===== src/rtl/dmem_arbiter_pkg.sv =====
`default_nettype none
// ============================================================================
// Module   : dmem_arbiter_pkg
// Purpose  : Shared types and constants for the data-memory arbiter slice:
//            bus widths, owner tag, request bundle, FSM state encodings and
//            a saturating counter helper.
// Revision : 1.0  initial release
// ============================================================================
package dmem_arbiter_pkg;

    localparam int XLEN = 32;
    localparam int ALEN = 32;

    typedef enum logic {
        OWN_CPU = 1'b0,
        OWN_DMA = 1'b1
    } dmem_owner_e;

    typedef struct packed {
        logic [ALEN-1:0] addr;
        logic [XLEN-1:0] wdata;
        logic            we;
        logic [3:0]      be;
        logic [2:0]      funct3;
    } dmem_req_t;

    // One entry of the read-response tag pipe
    typedef struct packed {
        logic        valid;
        dmem_owner_e owner;
    } rsp_tag_t;

    // Arbiter FSM encoding
    localparam logic [0:0] S_NORMAL = 1'b0;
    localparam logic [0:0] S_FORCE  = 1'b1;

    function automatic logic [7:0] sat_inc(input logic [7:0] v);
        return (v == 8'hFF) ? v : v + 8'd1;
    endfunction

endpackage
`default_nettype wire


===== src/rtl/dmem_arbiter_if.sv =====
`default_nettype none
// ============================================================================
// Module   : dmem_arbiter_if
// Purpose  : Bundles the CPU port (c_*), DMA port (d_*) and memory port
//            (mem_*) of the data-memory arbiter.
//            slave  : arbiter view (requests/mem_rdata in, grants/mem out)
//            master : environment view (the mirror image)
// Revision : 1.0  initial release
// ============================================================================
interface dmem_arbiter_if;
    import dmem_arbiter_pkg::*;

    logic            c_req;
    logic [ALEN-1:0] c_addr;
    logic [XLEN-1:0] c_wdata;
    logic            c_we;
    logic [3:0]      c_be;
    logic [2:0]      c_funct3;
    logic            c_stall;
    logic            c_rvalid;

    logic            d_req;
    logic [ALEN-1:0] d_addr;
    logic [XLEN-1:0] d_wdata;
    logic            d_we;
    logic [3:0]      d_be;
    logic [2:0]      d_funct3;
    logic            d_gnt;
    logic            d_rvalid;

    logic [ALEN-1:0] mem_addr;
    logic [XLEN-1:0] mem_wdata;
    logic            mem_we;
    logic [3:0]      mem_be;
    logic [2:0]      mem_funct3;
    logic [XLEN-1:0] mem_rdata;
    logic [XLEN-1:0] rdata;

    modport slave (
        input  c_req, c_addr, c_wdata, c_we, c_be, c_funct3,
        input  d_req, d_addr, d_wdata, d_we, d_be, d_funct3,
        input  mem_rdata,
        output c_stall, c_rvalid, d_gnt, d_rvalid,
        output mem_addr, mem_wdata, mem_we, mem_be, mem_funct3, rdata
    );

    modport master (
        output c_req, c_addr, c_wdata, c_we, c_be, c_funct3,
        output d_req, d_addr, d_wdata, d_we, d_be, d_funct3,
        output mem_rdata,
        input  c_stall, c_rvalid, d_gnt, d_rvalid,
        input  mem_addr, mem_wdata, mem_we, mem_be, mem_funct3, rdata
    );

endinterface
`default_nettype wire


===== src/rtl/dmem_rsp_tag_pipe.sv =====
`default_nettype none
// ============================================================================
// Module   : dmem_rsp_tag_pipe
// Purpose  : RD_LAT-deep shift register of {valid, owner} tags that follows
//            each memory read so its data can be routed back to the issuer.
// Ports    : clk, rst_n (async active-low clear)
//            push : tag entering stage 0 on every clock
//            head : tag leaving the last stage (aligned with mem_rdata)
// Revision : 1.0  initial release
// ============================================================================
module dmem_rsp_tag_pipe
    import dmem_arbiter_pkg::*;
#(
    parameter int RD_LAT = 1
) (
    input  logic     clk,
    input  logic     rst_n,
    input  rsp_tag_t push,
    output rsp_tag_t head
);

    rsp_tag_t stage_q [RD_LAT];
    rsp_tag_t stage_d [RD_LAT];

    always_comb begin
        stage_d[0] = push;
        for (int i = 1; i < RD_LAT; i++) begin
            stage_d[i] = stage_q[i-1];
        end
    end

    for (genvar g = 0; g < RD_LAT; g++) begin : g_stage
        always_ff @(posedge clk or negedge rst_n) begin
            if (!rst_n) begin
                stage_q[g] <= '0;
            end else begin
                stage_q[g] <= stage_d[g];
            end
        end
    end

    assign head = stage_q[RD_LAT-1];

endmodule
`default_nettype wire


===== src/rtl/dmem_arbiter.sv =====
`default_nettype none
// ============================================================================
// Module   : dmem_arbiter
// Purpose  : Shares one data-memory port between the CPU MEM stage (port C,
//            fixed priority) and a DMA/debug master (port D). After
//            STARVE_LIMIT consecutive denied D cycles, D is forced through
//            for one cycle and the CPU stalls. Read responses are steered to
//            their issuer by an owner-tag pipe RD_LAT stages deep.
// Ports    : clk, rst_n (async active-low)
//            bus : dmem_arbiter_if.slave (c_*, d_*, mem_*, rdata)
// Revision : 1.0  initial release
// ============================================================================
module dmem_arbiter
    import dmem_arbiter_pkg::*;
#(
    parameter int STARVE_LIMIT = 8,   // 1..255
    parameter int RD_LAT       = 1    // 1..4
) (
    input  logic         clk,
    input  logic         rst_n,
    dmem_arbiter_if.slave bus
);

    localparam logic [7:0] LIMIT_M1 = 8'(STARVE_LIMIT - 1);

    logic [0:0] state_q, state_d;
    logic [7:0] starve_q, starve_d;

    dmem_req_t c_fld, d_fld, sel;
    logic      force_grant;
    logic      c_gnt, d_gnt;
    rsp_tag_t  push_tag, head_tag;

    always_comb begin
        c_fld = '{addr: bus.c_addr, wdata: bus.c_wdata, we: bus.c_we,
                  be: bus.c_be, funct3: bus.c_funct3};
        d_fld = '{addr: bus.d_addr, wdata: bus.d_wdata, we: bus.d_we,
                  be: bus.d_be, funct3: bus.d_funct3};

        // A forced cycle only overrides C if D is still asking; otherwise
        // C keeps its normal priority.
        force_grant = (state_q == S_FORCE) && bus.d_req;
        c_gnt       = bus.c_req && !force_grant;
        d_gnt       = bus.d_req && (force_grant || !bus.c_req);

        // With no grant the C fields still drive the bus; mem_we masks it.
        sel = d_gnt ? d_fld : c_fld;

        push_tag.valid = (c_gnt || d_gnt) && !sel.we;
        push_tag.owner = d_gnt ? OWN_DMA : OWN_CPU;

        starve_d = (bus.d_req && !d_gnt) ? sat_inc(starve_q) : 8'd0;

        // S_FORCE lasts exactly one cycle whatever happens in it.
        state_d = S_NORMAL;
        if ((state_q == S_NORMAL) && bus.d_req && !d_gnt && (starve_q == LIMIT_M1)) begin
            state_d = S_FORCE;
        end
    end

    always_ff @(posedge clk or negedge rst_n) begin
        if (!rst_n) begin
            state_q  <= S_NORMAL;
            starve_q <= 8'd0;
        end else begin
            state_q  <= state_d;
            starve_q <= starve_d;
        end
    end

    dmem_rsp_tag_pipe #(
        .RD_LAT (RD_LAT)
    ) u_tag_pipe (
        .clk   (clk),
        .rst_n (rst_n),
        .push  (push_tag),
        .head  (head_tag)
    );

    // Handshake outputs are forced quiet while reset is held, even though
    // the request inputs may still be active.
    assign bus.c_stall    = rst_n && bus.c_req && !c_gnt;
    assign bus.d_gnt      = rst_n && d_gnt;
    assign bus.mem_we     = rst_n && sel.we && (c_gnt || d_gnt);
    assign bus.mem_addr   = sel.addr;
    assign bus.mem_wdata  = sel.wdata;
    assign bus.mem_be     = sel.be;
    assign bus.mem_funct3 = sel.funct3;

    assign bus.c_rvalid   = head_tag.valid && (head_tag.owner == OWN_CPU);
    assign bus.d_rvalid   = head_tag.valid && (head_tag.owner == OWN_DMA);
    assign bus.rdata      = bus.mem_rdata;

endmodule
`default_nettype wire


===== src/flat_wrapper.sv =====
// flat-port wrapper written by rule: the top's interface ports become plain ports
module dmem_arbiter_flat import dmem_arbiter_pkg::*;
#(
    parameter int STARVE_LIMIT = 8,            
    parameter int RD_LAT       = 1           
)
  (clk, rst_n, bus_c_req, bus_c_addr, bus_c_wdata, bus_c_we, bus_c_be, bus_c_funct3, bus_d_req, bus_d_addr, bus_d_wdata, bus_d_we, bus_d_be, bus_d_funct3, bus_mem_rdata, bus_c_stall, bus_c_rvalid, bus_d_gnt, bus_d_rvalid, bus_mem_addr, bus_mem_wdata, bus_mem_we, bus_mem_be, bus_mem_funct3, bus_rdata);
  dmem_arbiter_if bus_i ();
  input  logic clk;
  input  logic rst_n;
  input wire logic [$bits(bus_i.c_req)-1:0] bus_c_req;
  input wire logic [$bits(bus_i.c_addr)-1:0] bus_c_addr;
  input wire logic [$bits(bus_i.c_wdata)-1:0] bus_c_wdata;
  input wire logic [$bits(bus_i.c_we)-1:0] bus_c_we;
  input wire logic [$bits(bus_i.c_be)-1:0] bus_c_be;
  input wire logic [$bits(bus_i.c_funct3)-1:0] bus_c_funct3;
  input wire logic [$bits(bus_i.d_req)-1:0] bus_d_req;
  input wire logic [$bits(bus_i.d_addr)-1:0] bus_d_addr;
  input wire logic [$bits(bus_i.d_wdata)-1:0] bus_d_wdata;
  input wire logic [$bits(bus_i.d_we)-1:0] bus_d_we;
  input wire logic [$bits(bus_i.d_be)-1:0] bus_d_be;
  input wire logic [$bits(bus_i.d_funct3)-1:0] bus_d_funct3;
  input wire logic [$bits(bus_i.mem_rdata)-1:0] bus_mem_rdata;
  output wire logic [$bits(bus_i.c_stall)-1:0] bus_c_stall;
  output wire logic [$bits(bus_i.c_rvalid)-1:0] bus_c_rvalid;
  output wire logic [$bits(bus_i.d_gnt)-1:0] bus_d_gnt;
  output wire logic [$bits(bus_i.d_rvalid)-1:0] bus_d_rvalid;
  output wire logic [$bits(bus_i.mem_addr)-1:0] bus_mem_addr;
  output wire logic [$bits(bus_i.mem_wdata)-1:0] bus_mem_wdata;
  output wire logic [$bits(bus_i.mem_we)-1:0] bus_mem_we;
  output wire logic [$bits(bus_i.mem_be)-1:0] bus_mem_be;
  output wire logic [$bits(bus_i.mem_funct3)-1:0] bus_mem_funct3;
  output wire logic [$bits(bus_i.rdata)-1:0] bus_rdata;
  assign bus_i.c_req = bus_c_req;
  assign bus_i.c_addr = bus_c_addr;
  assign bus_i.c_wdata = bus_c_wdata;
  assign bus_i.c_we = bus_c_we;
  assign bus_i.c_be = bus_c_be;
  assign bus_i.c_funct3 = bus_c_funct3;
  assign bus_i.d_req = bus_d_req;
  assign bus_i.d_addr = bus_d_addr;
  assign bus_i.d_wdata = bus_d_wdata;
  assign bus_i.d_we = bus_d_we;
  assign bus_i.d_be = bus_d_be;
  assign bus_i.d_funct3 = bus_d_funct3;
  assign bus_i.mem_rdata = bus_mem_rdata;
  assign bus_c_stall = bus_i.c_stall;
  assign bus_c_rvalid = bus_i.c_rvalid;
  assign bus_d_gnt = bus_i.d_gnt;
  assign bus_d_rvalid = bus_i.d_rvalid;
  assign bus_mem_addr = bus_i.mem_addr;
  assign bus_mem_wdata = bus_i.mem_wdata;
  assign bus_mem_we = bus_i.mem_we;
  assign bus_mem_be = bus_i.mem_be;
  assign bus_mem_funct3 = bus_i.mem_funct3;
  assign bus_rdata = bus_i.rdata;
  dmem_arbiter #(.STARVE_LIMIT(STARVE_LIMIT), .RD_LAT(RD_LAT)) u_core (.clk(clk), .rst_n(rst_n), .bus(bus_i));
endmodule

===== config.mk =====
export PLATFORM = sky130hd
export DESIGN_NAME = dmem_arbiter_flat
export DESIGN_NICKNAME = d
export VERILOG_FILES = /design/src/rtl/dmem_arbiter_pkg.sv /design/src/rtl/dmem_arbiter_if.sv /design/src/rtl/dmem_rsp_tag_pipe.sv /design/src/rtl/dmem_arbiter.sv /design/src/flat_wrapper.sv
export SDC_FILE = /design/constraint.sdc
export NUM_CORES = 1
export LEC_CHECK = 0
export BUFFER_PORTS_ARGS = -buffer_cell sky130_fd_sc_hd__buf_2
export CAP_MARGIN = 30
export CORE_AREA = 2 2 111 113
export DETAILED_ROUTE_END_ITERATION = 6
export DIE_AREA = 0 0 113 115
export GPL_ROUTABILITY_DRIVEN = 1
export PLACE_DENSITY_LB_ADDON = 0.08
export RECOVER_POWER = 100
export SYNTH_ARGS = -nofsm -noshare
export SYNTH_HDL_FRONTEND = slang
export SYNTH_SLANG_ARGS = --single-unit

===== constraint.sdc =====
create_clock -name clk -period 3.3 [get_ports clk]
set_input_delay 0.165 -clock clk [delete_from_list [all_inputs] [get_ports clk]]
set_output_delay 0.165 -clock clk [all_outputs]
set_load 0.02 [all_outputs]

# After elaboration in Yosys (flattened, before gate mapping)
# Cells that the tools add are included.
dict set report totals {
  ff_bits 11
  inputBits 180
  output_inout_bits 108
  wordCells 37
}
dict set report op_classes {
  addsub 1
  eq_ne 3
  muxes 5
  bitwise 2
  reduce_logical 22
}
# cell count
set op_table {}
lappend op_table {{72-bit 2-to-1 mux} 1}
lappend op_table {{8-bit 2-to-1 mux} 2}
lappend op_table {{1-bit logical AND} 15}
lappend op_table {{8-bit by 1-bit adder with 8-bit output, second input constant} 1}
lappend op_table {{8-bit by 3-bit equality test with 1-bit output, second input constant} 1}
lappend op_table {{8-bit equality test, second input constant} 1}
lappend op_table {{1-bit zero test} 5}
lappend op_table {{1-bit logical OR} 2}
lappend op_table {{1-bit 2-to-1 mux} 2}
lappend op_table {{2-bit != test, second input constant} 1}
lappend op_table {{1-bit NOT} 2}

# Logic depth before layout (Yosys ltp)
dict set report depth {
  ltp_word 7
  mapped_depth 5
  depth_no_buf 4
}

# Cells and area by module
# Synthesis repeated with hierarchy kept, for this count alone.
dict set report hier_totals {
  cells_unflattened 176
  area_unflattened_um2 1936.9
}
# mod instances cells_each area_each_um2 seq_area_each_um2
set by_module_without_submodules {}
lappend by_module_without_submodules {dmem_arbiter 1 174 1886.8 225.2}
lappend by_module_without_submodules {dmem_rsp_tag_pipe 1 2 50.0 50.0}

# Worst setup path before layout
# OpenSTA, ideal clock, no wires.
dict set report synth_timing {
  kind {reg2out}
  start {register u_core.state_q}
  end {output bus_mem_addr[0]}
  t_arrival_ns 1.254
  path_slack_ns 1.881
  stages_incl_launch_ff 5
  path_buffers 2
  cell_sequence {dfrtp_1 -> o21ai_4 -> buf_12 -> buf_12 -> mux2_4}
}
dict set report synth_via {
  elab_chain_cells 4
}
# element line
set synth_lines {}
lappend synth_lines {{start: declaration} dmem_arbiter.sv:26} ;# logic [0:0] state_q, state_d;
lappend synth_lines {{start signal: assignment} dmem_arbiter.sv:66} ;# state_q <= state_d;
lappend synth_lines {{1-bit logical AND} dmem_arbiter.sv:42} ;# force_grant = (state_q == S_FORCE) && bus.d_req;
lappend synth_lines {{1-bit logical OR} dmem_arbiter.sv:44} ;# d_gnt = bus.d_req && (force_grant || !bus.c_req);
lappend synth_lines {{1-bit logical AND} dmem_arbiter.sv:44}
lappend synth_lines {{72-bit 2-to-1 mux} dmem_arbiter.sv:47} ;# sel = d_gnt ? d_fld : c_fld;
lappend synth_lines {{end: declaration} flat_wrapper.sv:28} ;# output wire logic [$bits(bus_i.mem_addr)-1:0] bus_mem_addr;
# Every way passes these cells.

# Worst setup path in the final report
dict set report layout_timing {
  start {register u_core.state_q}
  end {output bus_mem_wdata[2]}
}
dict set report layout_via {
  elab_chain_cells 4
}
# element line
set layout_lines {}
lappend layout_lines {{1-bit logical AND} dmem_arbiter.sv:42}
lappend layout_lines {{1-bit logical OR} dmem_arbiter.sv:44}
lappend layout_lines {{1-bit logical AND} dmem_arbiter.sv:44}
lappend layout_lines {{72-bit 2-to-1 mux} dmem_arbiter.sv:47}
lappend layout_lines {{end: declaration} flat_wrapper.sv:29} ;# output wire logic [$bits(bus_i.mem_wdata)-1:0] bus_mem_wdata;
# Every way passes these cells.

==> run metrics <==
outcome complete, but fails checks; failing checks design-rule violations; first-pass GRT wire length 10,580 um; mux contribution to synthesized area 50.71%; CP Launch Type flop; final instance area 0.002794 mm^2; CP bufs+invs 2; count of cell types in the netlist 33; total gr overflow 0; crit-path cells o21ai_4, clkbuf_2, mux2_2, clkbuf_1; peak supply drop ~130 uV; Critical Path End bus_mem_wdata[2]; share of post-route cells with drive strength above 1 61.25%; initial antenna violation count 0; Ys Warns 0; Vias per Instance roughly 4.1; hold slack 0.1182 ns; main combinational cell family by area after synthesis multiplexers; CTS tree yes; Final WS setup 0.8291 ns; drt pass-1 iters 6; leakage 0.001425 uW; Root Buffer clkbuf_16; grt met1 use 11.09%; vias in the first global route 1,858; Sum Neg Setup Slack 0 ns; RR Endpoint u_core.u_tag_pipe.head[1]; Register Area 275.3 um^2; sw frac 36.77%; simple-gate share of the synthesized area 8.840%; Area growth, synth to finish 37.08%; critical path depth in cells 4; post-CTS resize count 0; DRT iter0 DRCs 64; Die Y-Extent 115 um; core area approximately 0.012 mm^2; final hold vios 0; sequential share of power 19.4%; CP top delay family buffers and inverters; worst r2r src u_core.state_q; starting density of the core 17.26%; Final Critical Period 2.471 ns; Clock Power Share between 30% and 40%; vias 2,095; post-layout util between 20% and 30%; Max-slew headroom 31.78%; Seq/Total Area, Yosys 13.51%; worst r2r path cells 3; number of fillers in the final layout ~1,400; internal power 456.2 uW; most common cell after layout, fill and taps aside buf_2; logic gate share of total power 48.7%; Die W 113 um; Post-Synthesis Cell Area between 0.002 and 0.0025 mm^2; gpl congestion 0.7384; # IOs 288; number of clock sinks 11; largest net degree at the start of global routing 38; most frequent cells in the layout buf_2 (203), mux2_1 (56), clkbuf_1 (20); gr busiest metal met2; power per cell area 258.2 mW/mm^2; final setup fails 0; syn_area_per_cell 11.20 um^2; Max Slew Vio Count 0; hold depth 2; Clock Path Buffers 2; DRT Wirelength approximately 8300 um; area fraction in compound gates after synthesis 5.770%; top-area cell type share of the netlist area a little over two fifths; total CTS buffers 3; Syn Nets roughly 360; crit-path max FO 37; #FFs+latches synth 11; gr usage total 10.55%; Worst EP arrival between 2 and 2.5 ns; pre-CTS setup slack 1.344 ns; num rows 40; placement-stage cell area 0.002949 mm^2; Worst Setup SP u_core.state_q; Antenna Violating Nets Remaining 0; Nets 551; synthesized instance count about 180; Tcrit/Tclk final 74.88%; dominant cell type by area after synthesis mux2_4; area of the multi-input gates 0.001129 mm^2; Layout Skew approximately 0.0086 ns; actual slew at the worst max-slew pin 1.023 ns; top post-synthesis cells by area mux2_4 (42%), dfrtp_1 (14%), buf_4 (13%), mux2_2 (7.7%), buf_12 (6.9%); Slowest-stage cell, CP clkbuf_2; hold crit path type input port to flop; XOR/XNOR share of the synthesized area 0%; switching power total around 270 uW; port bufs about 220; clk_lat worst skew 0.25 ns; clock slew at reported path FFs 0.05 ns; maximum capacitance violations 0; GRT met2 Usage 19.80%; Die Footprint roughly 0.013 mm^2; adder-cell share of the synthesized area less than 1%; RSZ-0062 raised after global routing false; DP HPWL roughly 7000 um; reg2reg setup slack 1.59 ns; Max Fclk 404.7 MHz; antenna cells 0; crit end category primary output; WL per Instance 16.12 um; critical path class flop to primary output; # DRC 20; CP required ~3.1 ns; grt met3 use 4.270%; H-tree depth 1; Max stage delay on crit path 0.80 ns
[area by class of cell]
cell class / count / share of cell area, %
Clock buffer: 3 / 2.687
Clock inverter: 1 / 0.1791
Inverter: 4 / 0.5374
Multi-Input combinational cell: 124 / 40.39
Sequential cell: 11 / 9.852
Tap cell: 147 / 6.583
Timing Repair Buffer: 226 / 39.77
[flip-flops by register name, summed over array words and instances (netlist names)]
name and cells:
u_core.state_q 1, u_core.starve_q 8, u_core.u_tag_pipe.head 2
[power groups by stage]
| stage | clock (uW) | sequential, uW | combinational (uW) |
|---|---|---|---|
| 5_1_grt | 243 | 140 | 376 |
| 4_1_cts | 234 | 140 | 414 |
| 3_3_place_gp | 0 | 142 | 412 |
| 2_1_floorplan | 0 | 141 | 312 |
| 6_report | 230 | 140 | 352 |
| 3_5_place_dp | 0 | 142 | 412 |
[cells by family after synthesis]
family,Yosys count
DFF,11
and+or+nand+nor,34
adders and majority gates,1
muxes,73
AOI/OAI and AO/OA,16
buffers and inverters,47
[cells in the mapped netlist]
master / instances
o21ai_0: 2
nor3_1: 6
nor4_1: 2
nor2b_1: 1
a41oi_1: 2
o211ai_1: 1
and4_1: 1
mux2i_1: 2
buf_2: 1
buf_4: 34
o22ai_1: 1
a211oi_1: 2
and3b_1: 1
ha_1: 1
and2_1: 2
nor2_1: 2
nor4b_1: 1
clkbuf_1: 1
a211oi_2: 1
nand2b_1: 2
mux2_2: 14
mux2_4: 57
and3_1: 1
a21oi_1: 5
a21boi_0: 1
o21ai_4: 1
nand4_1: 1
buf_12: 7
nand3_1: 6
inv_2: 1
dfrtp_1: 11
inv_1: 3
nand2_1: 8
[timing repair]
action / 4_1_cts / 5_1_grt
setup buffers: 0 / 0
hold buffers: 1 / 0
hold endpoints to repair: 11 / 0
endpoints found under the setup margin: 0 / 0
[worst min-delay path by stage]
stage                                      to  slack (ns)     start
floorplan                  u_core.starve_q[0]       -0.13     rst_n
global placement           u_core.starve_q[2]        0.07     rst_n
detailed placement         u_core.starve_q[1]        0.07     rst_n
CTS                 u_core.u_tag_pipe.head[1]        0.11  bus_c_we
global route        u_core.u_tag_pipe.head[1]        0.11  bus_c_we
finish              u_core.u_tag_pipe.head[1]        0.12  bus_c_we
[routing by layer]
layer	vias up	part of all wire (%)
met5	-	0
met4	0	1.3
met3	7	12
met2	136	52
met1	953	35
li1	999	-
[through the flow]
| stage | power [uW] | cells |
|---|---|---|
| floorplan | 453.9 | 182 |
| global route | 759.2 | 516 |
| global placement | 554.2 | 511 |
| finish | 721.5 | 516 |
| CTS | 787.9 | 516 |
| detailed placement | 553.6 | 511 |
No activity file was read; power rests on OpenSTA's default activity.
